### src/rtl/registro_multipuerto.sv
// Multi-port register file: one write port, NR combinational read ports with optional
// same-cycle write forwarding, hard-wired zero register and a full-array clear sweep.
module registro_multipuerto #(
  parameter int N        = 5,
  parameter int W        = 8,
  parameter int NR       = 2,
  parameter int BYPASS   = 1,
  parameter int ZERO_REG = 1
) (
  input  logic            clk,
  input  logic            rst,
  input  logic            we,
  input  logic [N-1:0]    addr_rd,
  input  logic [W-1:0]    data_in,
  input  logic [NR*N-1:0] addr_rs,
  output logic [NR*W-1:0] rs,
  input  logic            clr,
  output logic            busy,
  output logic            wr_drop
);

  localparam int DEPTH = 1 << N;

  typedef enum logic [0:0] {
    ST_IDLE  = 1'b0,
    ST_CLEAR = 1'b1
  } state_t;

  state_t         state_q, state_d;
  logic [N-1:0]   ptr_q, ptr_d;
  logic           wr_drop_q, wr_drop_d;
  logic [W-1:0]   mem_q [DEPTH];

  logic           accept_s;
  logic           drop_s;
  logic           mem_we_s;
  logic [N-1:0]   mem_waddr_s;
  logic [W-1:0]   mem_wdata_s;

  // Next-state, sweep pointer and write-port arbitration between user writes and the sweep
  always_comb begin
    state_d     = state_q;
    ptr_d       = ptr_q;
    accept_s    = 1'b0;
    drop_s      = 1'b0;
    mem_we_s    = 1'b0;
    mem_waddr_s = addr_rd;
    mem_wdata_s = data_in;
    case (state_q)
      ST_IDLE: begin
        if (clr) begin
          state_d = ST_CLEAR;
          ptr_d   = '0;
          drop_s  = we;
        end else begin
          accept_s = we;
          mem_we_s = we && !((ZERO_REG != 0) && (addr_rd == '0));
        end
      end
      ST_CLEAR: begin
        // The sweep owns the write port; clr is ignored so the sweep cannot restart.
        drop_s      = we;
        mem_we_s    = 1'b1;
        mem_waddr_s = ptr_q;
        mem_wdata_s = '0;
        ptr_d       = ptr_q + N'(1);
        if (ptr_q == {N{1'b1}}) begin
          state_d = ST_IDLE;
        end else begin
          state_d = ST_CLEAR;
        end
      end
      default: begin
        state_d = ST_IDLE;
        ptr_d   = '0;
      end
    endcase
    wr_drop_d = drop_s;
  end

  // Control state registers
  always_ff @(posedge clk or negedge rst) begin
    if (!rst) begin
      state_q   <= ST_IDLE;
      ptr_q     <= '0;
      wr_drop_q <= 1'b0;
    end else begin
      state_q   <= state_d;
      ptr_q     <= ptr_d;
      wr_drop_q <= wr_drop_d;
    end
  end

  // Register array storage
  always_ff @(posedge clk or negedge rst) begin
    if (!rst) begin
      mem_q <= '{default: '0};
    end else if (mem_we_s) begin
      mem_q[mem_waddr_s] <= mem_wdata_s;
    end else begin
      mem_q <= mem_q;
    end
  end

  // Read ports: zero register has priority, then forwarding of an accepted write
  always_comb begin
    rs = '0;
    for (int k = 0; k < NR; k++) begin
      if ((ZERO_REG != 0) && (addr_rs[k*N +: N] == '0)) begin
        rs[k*W +: W] = '0;
      end else if ((BYPASS != 0) && accept_s && (addr_rd == addr_rs[k*N +: N])) begin
        rs[k*W +: W] = data_in;
      end else begin
        rs[k*W +: W] = mem_q[addr_rs[k*N +: N]];
      end
    end
  end

  assign busy    = (state_q == ST_CLEAR);
  assign wr_drop = wr_drop_q;

endmodule

### config.mk
export PLATFORM = sky130hd
export DESIGN_NAME = registro_multipuerto
export DESIGN_NICKNAME = d
export VERILOG_FILES = /design/src/rtl/registro_multipuerto.sv
export SDC_FILE = /design/constraint.sdc
export NUM_CORES = 1
export LEC_CHECK = 0
export BUFFER_PORTS_ARGS = -buffer_cell sky130_fd_sc_hd__buf_4
export CAP_MARGIN = 20
export CORE_MARGIN = 4
export CORE_UTILIZATION = 50
export DETAILED_ROUTE_END_ITERATION = 6
export PLACE_DENSITY = 0.73
export RECOVER_POWER = 25
export SYNTH_ARGS = -nofsm -noshare
export SYNTH_HDL_FRONTEND = slang
export SYNTH_SLANG_ARGS = --single-unit
### constraint.sdc
create_clock -name clk -period 2.22 [get_ports clk]
set_input_delay 0.333 -clock clk [delete_from_list [all_inputs] [get_ports clk]]
set_output_delay 0.333 -clock clk [all_outputs]
set_load 0.01 [all_outputs]
==> qor.yml, run 1 <==
yosysSeqAreaShare: 0.437
antenna_found_initial: 2
fill_cells: 2257
status: "finished, violations left"
synth_most_common_cell: "dfrtp_1"
stdcell_area_mm2: 0.0188
endpoint_kind: "primary output"
synth_flop_cell: "dfrtp_1"
min_from: "we"
synth_top_area_frac: 0.437
rsz0062_at_grt: "yes"
synth_top_family_by_area: "multiplexers"
grt_first_pass_wirelength_um: 70000
cts_tree: "done"
ys_ff_latch: 263
crit_chain: "buf_4, nor2_2, buf_4, buf_4, a22oi_1, a21oi_1, or4_1, a21oi_2, buf_4"
timing.rr.end: "mem_q[227]$_DFFE_PN0P_"
timing.critical_path.buf_inv: 4
cts_buffers: 29
num_rows: 63
vias: 11500
cp.depth: 9
dp_cells: 1760
period_minus_slack_ns: 2.76
start_util: 0.507
die-height_um: 182
gp_congestion: 0.990
p_per_area_mw_per_mm2: 913
dpl_cell_area_mm2: 0.0172
ys_warn_count: 0
fmax_ghz: 0.363
worst_slack_ns: -0.535
layout.nets: 1438
drt_iter0_markers: 996
synth_area_mm2: 0.0151
hold_class: "primary input to register"
dpl_worst_slack_ns: -0.596
synth_area_leader_cell: "dfrtp_1"
maxSlewViolCount: 57
synth_nets: 1288
synthMuxAreaShare: 0.359
area_delta_synth_final_pct: 24.5
final.period_utilization: 1.24
drt-pass1-iter-count: 7
ant_nets: 0
die-area_mm2: 0.0330
finClkSkew_ns: 0.00955
cap_violations: 1
synthXorXnorAreaFrac: 0.00698
port_buffers: 44
holdWs_ns: 0.0240
wl_per_cell_um: 25.4
crit-reg2reg-launch: "busy$_DFF_PN0_"
slowest_stage: "nor2_2"
cts_max_level: 1
cts_sinks: 263
grt_pass1_vias: 11700
async_flop_share: 1.00
tns_ns: -9.23
syn_avg_cell_area_um2: 12.0
clk_latency_ns: 0.55
synth_fa_ha_area_frac: 0.00166
crit_fanout: 10
design.portCount: 45
syn_inst: 1259
power.leakage_nw: 9.13
path_clk_slew_ns: 0.06
track_usage: 0.272
dp_hpwl_um: 32200
clk_path_buf_depth: 3
viasPerCell: 6.31
rrSetupSlack_ns: -0.11
synth_edf_count: 0
grt_max_degree: 60
seqCellArea_mm2: 0.00658
gr-total-overflow: 0
drc: 2
min_path_cells: 2
ys_types: 50
vdd_drop_max_v: 0.000692
crit_type: "primary input to primary output"
crit_path_max_incr_delay_ns: 0.64
worst-r2r-cell-count: 7
failed_checks: "DRC, capacitance limit, slew limit, setup timing"
drt-total-wl_um: 46200
multi_input_area_mm2: 0.00847
cpLargestDelayFamily: "simple AND/OR/NAND/NOR gates"
fin_cells: 1816
timing.slew.headroom: -0.0434
synth_compound_area_frac: 0.108
final-setup-viol-count: 99
hold_viol_final: 0
die_x_um: 182
synth-simple-area-share: 0.0532
required_ns: 1.89
holdPathEnd: "wr_drop$_DFF_PN0_"
cpMostUsedCell: "buf_4"
drive_gt1_frac: 0.451
root_buffer: "clkbuf_16"
start_kind: "primary input"
tightestPinTransition_ns: 1.57
cp_data_arrival_time_ns: 2.42
synth_area_leaders: "dfrtp_1, mux2_2, mux2i_1"
ys_top_cells_by_count: "dfrtp_1, mux2i_1, mux2_2"
coreArea_mm2: 0.0297
-- cells in the final DEF (no fill, tap or decap), drive strengths merged, types with 3 or more instances in the layout --
cell,instances
dfrtp,263
mux2i,258
mux2,250
buf,222
a22oi,130
a21oi,87
clkbuf,45
nand2,24
nor2b,23
nor2,19
or4,17
o21ai,16
xor2,8
nand2b,6
a22o,6
nand3,6
and2,4
xnor2,4
nor3,4
clkinv,3
or2,3
and3,3
-- routing by layer --
metal  global-route usage  share of wire
met1                0.363           0.41
met2                0.430           0.46
met3               0.0599          0.079
met4                0.115          0.050
met5                    0        0.00015
-- cell type report --
class	count	area share
flip-flops and latches	263	0.351
repair buffers	226	0.122
clock inverters	5	0.00400
well taps	390	0.0260
multi-input cells	887	0.452
diodes	1	0.000133
inverters	2	0.000400
clock buffers	42	0.0445
-- how the worst max path moves through the flow --
stage,startpoint,endpoint,slack (ns)
finish,addr_rs[1],rs[1],-0.54
global route,busy$_DFF_PN0_,rs[3],-0.57
CTS,busy$_DFF_PN0_,rs[1],-0.49
detailed placement,addr_rs[2],rs[1],-0.60
global placement,addr_rs[2],rs[1],-0.60
floorplan,addr_rs[0],rs[1],0.01
-- cells by family (layout without fill, tap and decap cells) --
group	Yosys count	after routing
AND/OR/NAND/NOR	119	119
AO/OA/AOI/OAI	246	246
adder cells (fa/ha/maj)	2	2
multiplexers	508	508
flip-flops	263	263
XOR/XNOR	12	12
buffers and inverters	109	275
other	0	1
-- worst register-to-register path: cells and delay by family, from the launching register on --
kind / cells / cell delay, ns
AO/OA/AOI/OAI: 1 / 0.25
flip-flops: 1 / 0.39
AND/OR/NAND/NOR: 3 / 0.79
multiplexers: 1 / 0.34
buffers and inverters: 2 / 0.45
-- where the power goes --
group          switching (W)  internal (W)  total [W]  leakage (nW)
sequential          0.000805       0.00581    0.00661          3.64
clock                0.00190       0.00279    0.00469         0.449
combinational        0.00296       0.00286    0.00582          5.04
-- what timing repair did --
action / in CTS / in global routing
buffers inserted: 2 / 11
hold endpoints to repair: 51 / 0
hold buffers: 1 / 0
setup endpoints to repair: 61 / 214
resized for setup: 90 / 46
pin swaps: 45 / 31
-- through the flow --
| stage | utilization | power [W] |
|---|---|---|
| after global placement | 0.580 | 0.0118 |
| after floorplan | - | 0.00989 |
| after detailed placement | 0.580 | 0.0120 |
| after CTS | 0.622 | 0.0169 |
| after global routing | 0.631 | 0.0179 |
| final | 0.631 | 0.0171 |
-- flip-flops by register name (all words and copies together), names as in the netlist --
name	flops
mem_q	256
ptr_q	5
busy	1
wr_drop	1
Power figures use the tool's default switching activity.
==> run 2, diff against run 1 <==
--- a/config.mk
+++ b/config.mk
@@ -7,11 +7,13 @@
 export LEC_CHECK = 0
 export BUFFER_PORTS_ARGS = -buffer_cell sky130_fd_sc_hd__buf_4
 export CAP_MARGIN = 20
-export CORE_MARGIN = 4
+export CORE_MARGIN = 5
 export CORE_UTILIZATION = 50
 export DETAILED_ROUTE_END_ITERATION = 6
 export PLACE_DENSITY = 0.73
 export RECOVER_POWER = 25
+export SKIP_CTS_REPAIR_TIMING = 1
+export SLEW_MARGIN = 20
 export SYNTH_ARGS = -nofsm -noshare
 export SYNTH_HDL_FRONTEND = slang
 export SYNTH_SLANG_ARGS = --single-unit
==> qor.yml, run 2 (synthesized netlist as in run 1, its figures left out) <==
status: "finished, violations left"
failed_checks: "capacitance limit, slew limit, setup timing"
layout.nets: 1451  # +0.90%
drt-pass1-iter-count: 5  # -2
vias: 11600  # +1.1%
tightestPinTransition_ns: 1.57  # +0.00149 ns
clk_path_buf_depth: 3  # unchanged
largest_reg_flops: 256  # unchanged
final.period_utilization: 1.26  # +0.0236
holdPathEnd: "wr_drop$_DFF_PN0_"
rsz0062_at_grt: "yes"
finClkSkew_ns: 0.0159  # +0.00630 ns
path_clk_slew_ns: 0.07  # about the same
grt_max_degree: 59  # -1.7%
root_buffer: "clkbuf_16"
wl_per_cell_um: 25.5  # +0.26%
dp_hpwl_um: 33500  # +4.1%
crit-reg2reg-launch: "busy$_DFF_PN0_"
viasPerCell: 6.32  # +0.15%
power_frac_seq: 0.388  # +0.002
cp_data_arrival_time_ns: 2.47  # +0.05 ns
timing.rr.end: "mem_q[76]$_DFFE_PN0P_"
top_regs: "mem_q x256, ptr_q x5"
hold_viol_final: 0  # unchanged
worst_slack_ns: -0.588  # -0.0523 ns
dpl_worst_slack_ns: -0.472  # +0.124 ns
p_per_area_mw_per_mm2: 916  # +0.28%
antenna_found_initial: 0  # -2
die-height_um: 184  # +1.1%
rrSetupSlack_ns: -0.10  # about the same
n_antenna_cell: 0  # -1
cts_max_level: 1  # unchanged
cts_tree: "done"
p_clk_frac: 0.275  # about the same
maxSlewViolCount: 52  # -8.8%
final_cell_mix: "dfrtp_1, mux2i_1, mux2_2"
vdd_drop_max_v: 0.000665  # -3.9%
grt_pass1_vias: 11900  # +1.9%
fmax_ghz: 0.356  # -1.9%
timing.slew.headroom: -0.0444  # -0.000996
crit_fanout: 8  # -2
crit_type: "register to primary output"
track_usage: 0.271  # -0.000463
switchingPower_w: 0.00574  # +1.3%
die-area_mm2: 0.0337  # +2.2%
drc: 0  # -2
drt-total-wl_um: 46700  # +1.2%
stdcell_area_mm2: 0.0187  # -0.21%
power.leakage_nw: 9.11  # -0.20%
largest_register: "mem_q"
cts_buffers: 29  # unchanged
p_int_w: 0.0114  # -0.56%
hold_class: "primary input to register"
die_x_um: 184  # +1.1%
period_minus_slack_ns: 2.81  # +0.0523 ns
gr-total-overflow: 0  # unchanged
layout_commonest_cell: "dfrtp_1"
cap_violations: 1  # unchanged
start_util: 0.507  # unchanged
num_rows: 63  # unchanged
start_kind: "register"
drive_gt1_frac: 0.450  # about the same
final-setup-viol-count: 86  # -13%
gp_congestion: 0.972  # -1.8%
grt_first_pass_wirelength_um: 71300  # +1.9%
required_ns: 1.89  # about the same
p_sw_frac: 0.335  # +0.00418
min_path_cells: 2  # unchanged
design.portCount: 45  # unchanged
ant_nets: 0  # unchanged
drt_iter0_markers: 1067  # +7.1%
cts_sinks: 263  # unchanged
dpl_cell_area_mm2: 0.0174  # +0.87%
endpoint_kind: "primary output"
area_delta_synth_final_pct: 24.2
combinationalPowerShare: 0.337  # -0.003
clk_latency_ns: 0.57  # +0.02 ns
port_buffers: 44  # unchanged
coreArea_mm2: 0.0297  # unchanged
worst-r2r-cell-count: 7  # unchanged
min_from: "we"
## run 2: cell count changes in the layout (fill, tap and decap cells not counted), moves of 5 or more
cell / previous run / this run
buf_6: 15 / 6
buf_12: 40 / 45
o21ai_2: 7 / 1
buf_4: 163 / 184
o21ai_0: 0 / 5
## run 2: per-layer routing
layer	part of all wire	GRT usage	wire, µm
met3	0.075	0.0376	3490
met2	0.47	0.441	22100
met4	0.043	0.109	1990
met1	0.41	0.369	19200
met5	0	0	0
## run 2: worst max-delay path by stage
stage,start,to,slack [ns],cells past startpoint
floorplan,addr_rs[0],rs[1],0.01,8
global placement,addr_rs[6],rs[8],-0.50,10
detailed placement,addr_rs[6],rs[8],-0.47,10
CTS,mem_q[88]$_DFFE_PN0P_,rs[8],-0.74,8
global route,busy$_DFF_PN0_,rs[0],-0.61,7
finish,busy$_DFF_PN0_,rs[0],-0.59,7
## run 2: through the flow
step	util	hold slack, ns	setup TNS [ns]	power, W	std cells
2_1_floorplan	-	0.0374	0	0.00989	1259
3_3_place_gp	0.585	0.306	-7.10	0.0119	1776
3_5_place_dp	0.585	0.309	-7.94	0.0121	1776
4_1_cts	0.617	-0.292	-12.45	0.0169	1828
5_1_grt	0.630	0.0410	-29.28	0.0179	1833
6_report	0.630	0.0107	-9.39	0.0171	1833
## run 2: area by class of cell
class                           count  area (µm²)
Clock inverter                      9        85.1
Sequential cell                   263        6580
Tap cell                          390         488
Multi-Input combinational cell    887        8330
Fill cell                        2298       11000
Inverter                            2        7.51
Timing Repair Buffer              239        2380
Clock buffer                       43         838
## run 2: power groups by stage
stage          Sequential, W  Clock [W]  Combinational (W)
3_3_place_gp         0.00661          0            0.00530
2_1_floorplan        0.00642          0            0.00347
3_5_place_dp         0.00670          0            0.00543
6_report             0.00665    0.00471            0.00577
4_1_cts              0.00662    0.00478            0.00546
5_1_grt              0.00678    0.00498            0.00613
## run 2: worst max-delay path, cell delays in order, from the launching register on
cell and delay, ns:
dfrtp_1 0.40, nor3b_4 0.28, nand3_1 0.11, or4_4 0.43, buf_8 0.16, o21ai_0 0.27
a21oi_2 0.10, buf_4 0.16
==> run 3, diff against run 2 <==
--- a/config.mk
+++ b/config.mk
@@ -12,7 +12,6 @@
 export DETAILED_ROUTE_END_ITERATION = 6
 export PLACE_DENSITY = 0.73
 export RECOVER_POWER = 25
-export SKIP_CTS_REPAIR_TIMING = 1
 export SLEW_MARGIN = 20
 export SYNTH_ARGS = -nofsm -noshare
 export SYNTH_HDL_FRONTEND = slang
==> qor.yml, run 3 (synthesized netlist as in run 1, its figures left out) <==
drt-pass1-iter-count: 5  # unchanged
grt_pass1_vias: 12000  # +0.83%
status: "finished, violations left"
worst-r2r-cell-count: 8  # +1
grt_max_degree: 59  # unchanged
timing.slew.headroom: -0.0622  # -0.0178
drive_gt1_frac: 0.462  # +0.0114
area_delta_synth_final_pct: 24.8
seqCellArea_mm2: 0.00658  # unchanged
layout.nets: 1450  # -0.069%
power.leakage_nw: 9.11  # about the same
timing.critical_path.buf_inv: 2  # unchanged
maxSlewViolCount: 52  # unchanged
multi_input_area_mm2: 0.00841  # +0.96%
antenna_found_initial: 1  # +1
p_per_area_mw_per_mm2: 915  # about the same
vdd_drop_max_v: 0.000666  # +0.15%
cts_max_level: 1  # unchanged
grt_first_pass_wirelength_um: 72100  # +1.0%
finClkSkew_ns: 0.0128  # -0.00305 ns
cts_tree: "done"
track_usage: 0.274  # +0.00285
required_ns: 1.89  # about the same
dp_hpwl_um: 33500  # unchanged
min_path_cells: 4  # +2
hold_class: "primary input to register"
clk_path_buf_depth: 3  # unchanged
ant_nets: 0  # unchanged
port_buffers: 44  # unchanged
gp_congestion: 0.972  # unchanged
dp_cells: 1776  # unchanged
period_minus_slack_ns: 2.80  # -0.00581 ns
slowest_stage: "or4_4"
tightestPinTransition_ns: 1.59  # +0.0267 ns
viasPerCell: 6.31  # -0.14%
root_buffer: "clkbuf_16"
n_antenna_cell: 0  # unchanged
crit_type: "register to primary output"
die-area_mm2: 0.0337  # unchanged
cpLargestDelayFamily: "simple AND/OR/NAND/NOR gates"
cts_sinks: 263  # unchanged
crit_chain: "nor3b_4, nand3_1, or4_4, buf_6, o21ai_1, a21oi_2, buf_4"
endpoint_kind: "primary output"
die-height_um: 184  # unchanged
worst_slack_ns: -0.582  # +0.00581 ns
crit-reg2reg-launch: "busy$_DFF_PN0_"
fill_cells: 2289  # -0.39%
drt-total-wl_um: 46700  # -0.10%
drt_iter0_markers: 994  # -6.8%
vias: 11600  # -0.20%
layout_commonest_cell: "dfrtp_1"
cap_violations: 1  # unchanged
largest_register: "mem_q"
wl_per_cell_um: 25.5  # about the same
final.period_utilization: 1.26  # -0.00262
final_cell_mix: "dfrtp_1, mux2i_1, mux2_2"
crit_path_max_incr_delay_ns: 0.42  # about the same
crit_fanout: 8  # unchanged
cp_data_arrival_time_ns: 2.47  # about the same
start_util: 0.507  # unchanged
fin_cells: 1832  # -0.055%
clk_latency_ns: 0.58  # about the same
drc: 0  # unchanged
fmax_ghz: 0.357  # +0.21%
cts_buffers: 29  # unchanged
rsz0062_at_grt: "yes"
startpoint: "busy$_DFF_PN0_"
path_clk_slew_ns: 0.07  # about the same
largest_reg_flops: 256  # unchanged
final-setup-viol-count: 130  # +51%
cp.depth: 7  # unchanged
hold_viol_final: 0  # unchanged
num_rows: 63  # unchanged
top_regs: "mem_q x256, ptr_q x5"
gr-total-overflow: 0  # unchanged
design.portCount: 45  # unchanged
die_x_um: 184  # unchanged
min_from: "clr"
failed_checks: "capacitance limit, slew limit, setup timing"
tns_ns: -10.10  # -0.713 ns
start_kind: "register"
coreArea_mm2: 0.0297  # unchanged
-- run 3: changes by cell type in the layout (fill, tap and decap cells not counted), sizes merged --
| cell | before | now |
|---|---|---|
| buf | 236 | 234 |
| dlygate4sd3 | 1 | 2 |
-- run 3: worst paths after layout --
path                       slack [ns]                      to
setup / recovery                -0.58                   rs[1]
hold / removal                   0.23       wr_drop$_DFF_PN0_
setup reg to reg                -0.09   mem_q[76]$_DFFE_PN0P_
hold reg to reg                  0.52  mem_q[234]$_DFFE_PN0P_
max in group asynchronous        0.39   mem_q[64]$_DFFE_PN0P_
min in group asynchronous        0.72  mem_q[209]$_DFFE_PN0P_
-- run 3: metal layers --
| layer | vias to the layer above | GRT usage | wire [µm] |
|---|---|---|---|
| li1 | 5054 | - | - |
| met1 | 5870 | 0.363 | 18800 |
| met5 | - | 0 | 7 |
| met4 | 2 | 0.106 | 2200 |
| met3 | 135 | 0.0503 | 3690 |
| met2 | 492 | 0.449 | 21900 |
-- run 3: final cells by class --
type,count,area share
Tap cell,390,0.0260
Clock inverter,9,0.00453
Inverter,2,0.000399
Timing Repair Buffer,238,0.127
Clock buffer,43,0.0446
Multi-Input combinational cell,887,0.447
Sequential cell,263,0.350
-- run 3: timing repair --
action,4_1_cts,5_1_grt
endpoints found under the setup margin,62,197
pin swaps,61,30
resized for setup,85,33
hold endpoints to repair,48,0
buffers inserted,12,3
hold buffers,2,0
-- run 3: tightest hold or removal path, cell delays in order --
cell,delay (ns)
buf_4,0.10
buf_4,0.10
nor2_1,0.10
nor2b_1,0.13
-- run 3: report_power, final --
| group | leakage (nW) | switching, W | internal (W) |
|---|---|---|---|
| clock network | 0.461 | 0.00201 | 0.00272 |
| logic | 5.01 | 0.00293 | 0.00289 |
| registers | 3.64 | 0.000842 | 0.00581 |
-- run 3: stage by stage --
stage,hold WS (ns),setup slack (ns),instance area (µm²),util,total power (W)
global route,0.292,-0.622,18800,0.633,0.0179
CTS,0.222,-0.546,18700,0.629,0.0171
detailed placement,0.309,-0.472,17400,0.585,0.0121
floorplan,0.0374,0.0105,15100,-,0.00989
global placement,0.306,-0.500,17400,0.585,0.0119
finish,0.231,-0.582,18800,0.633,0.0172
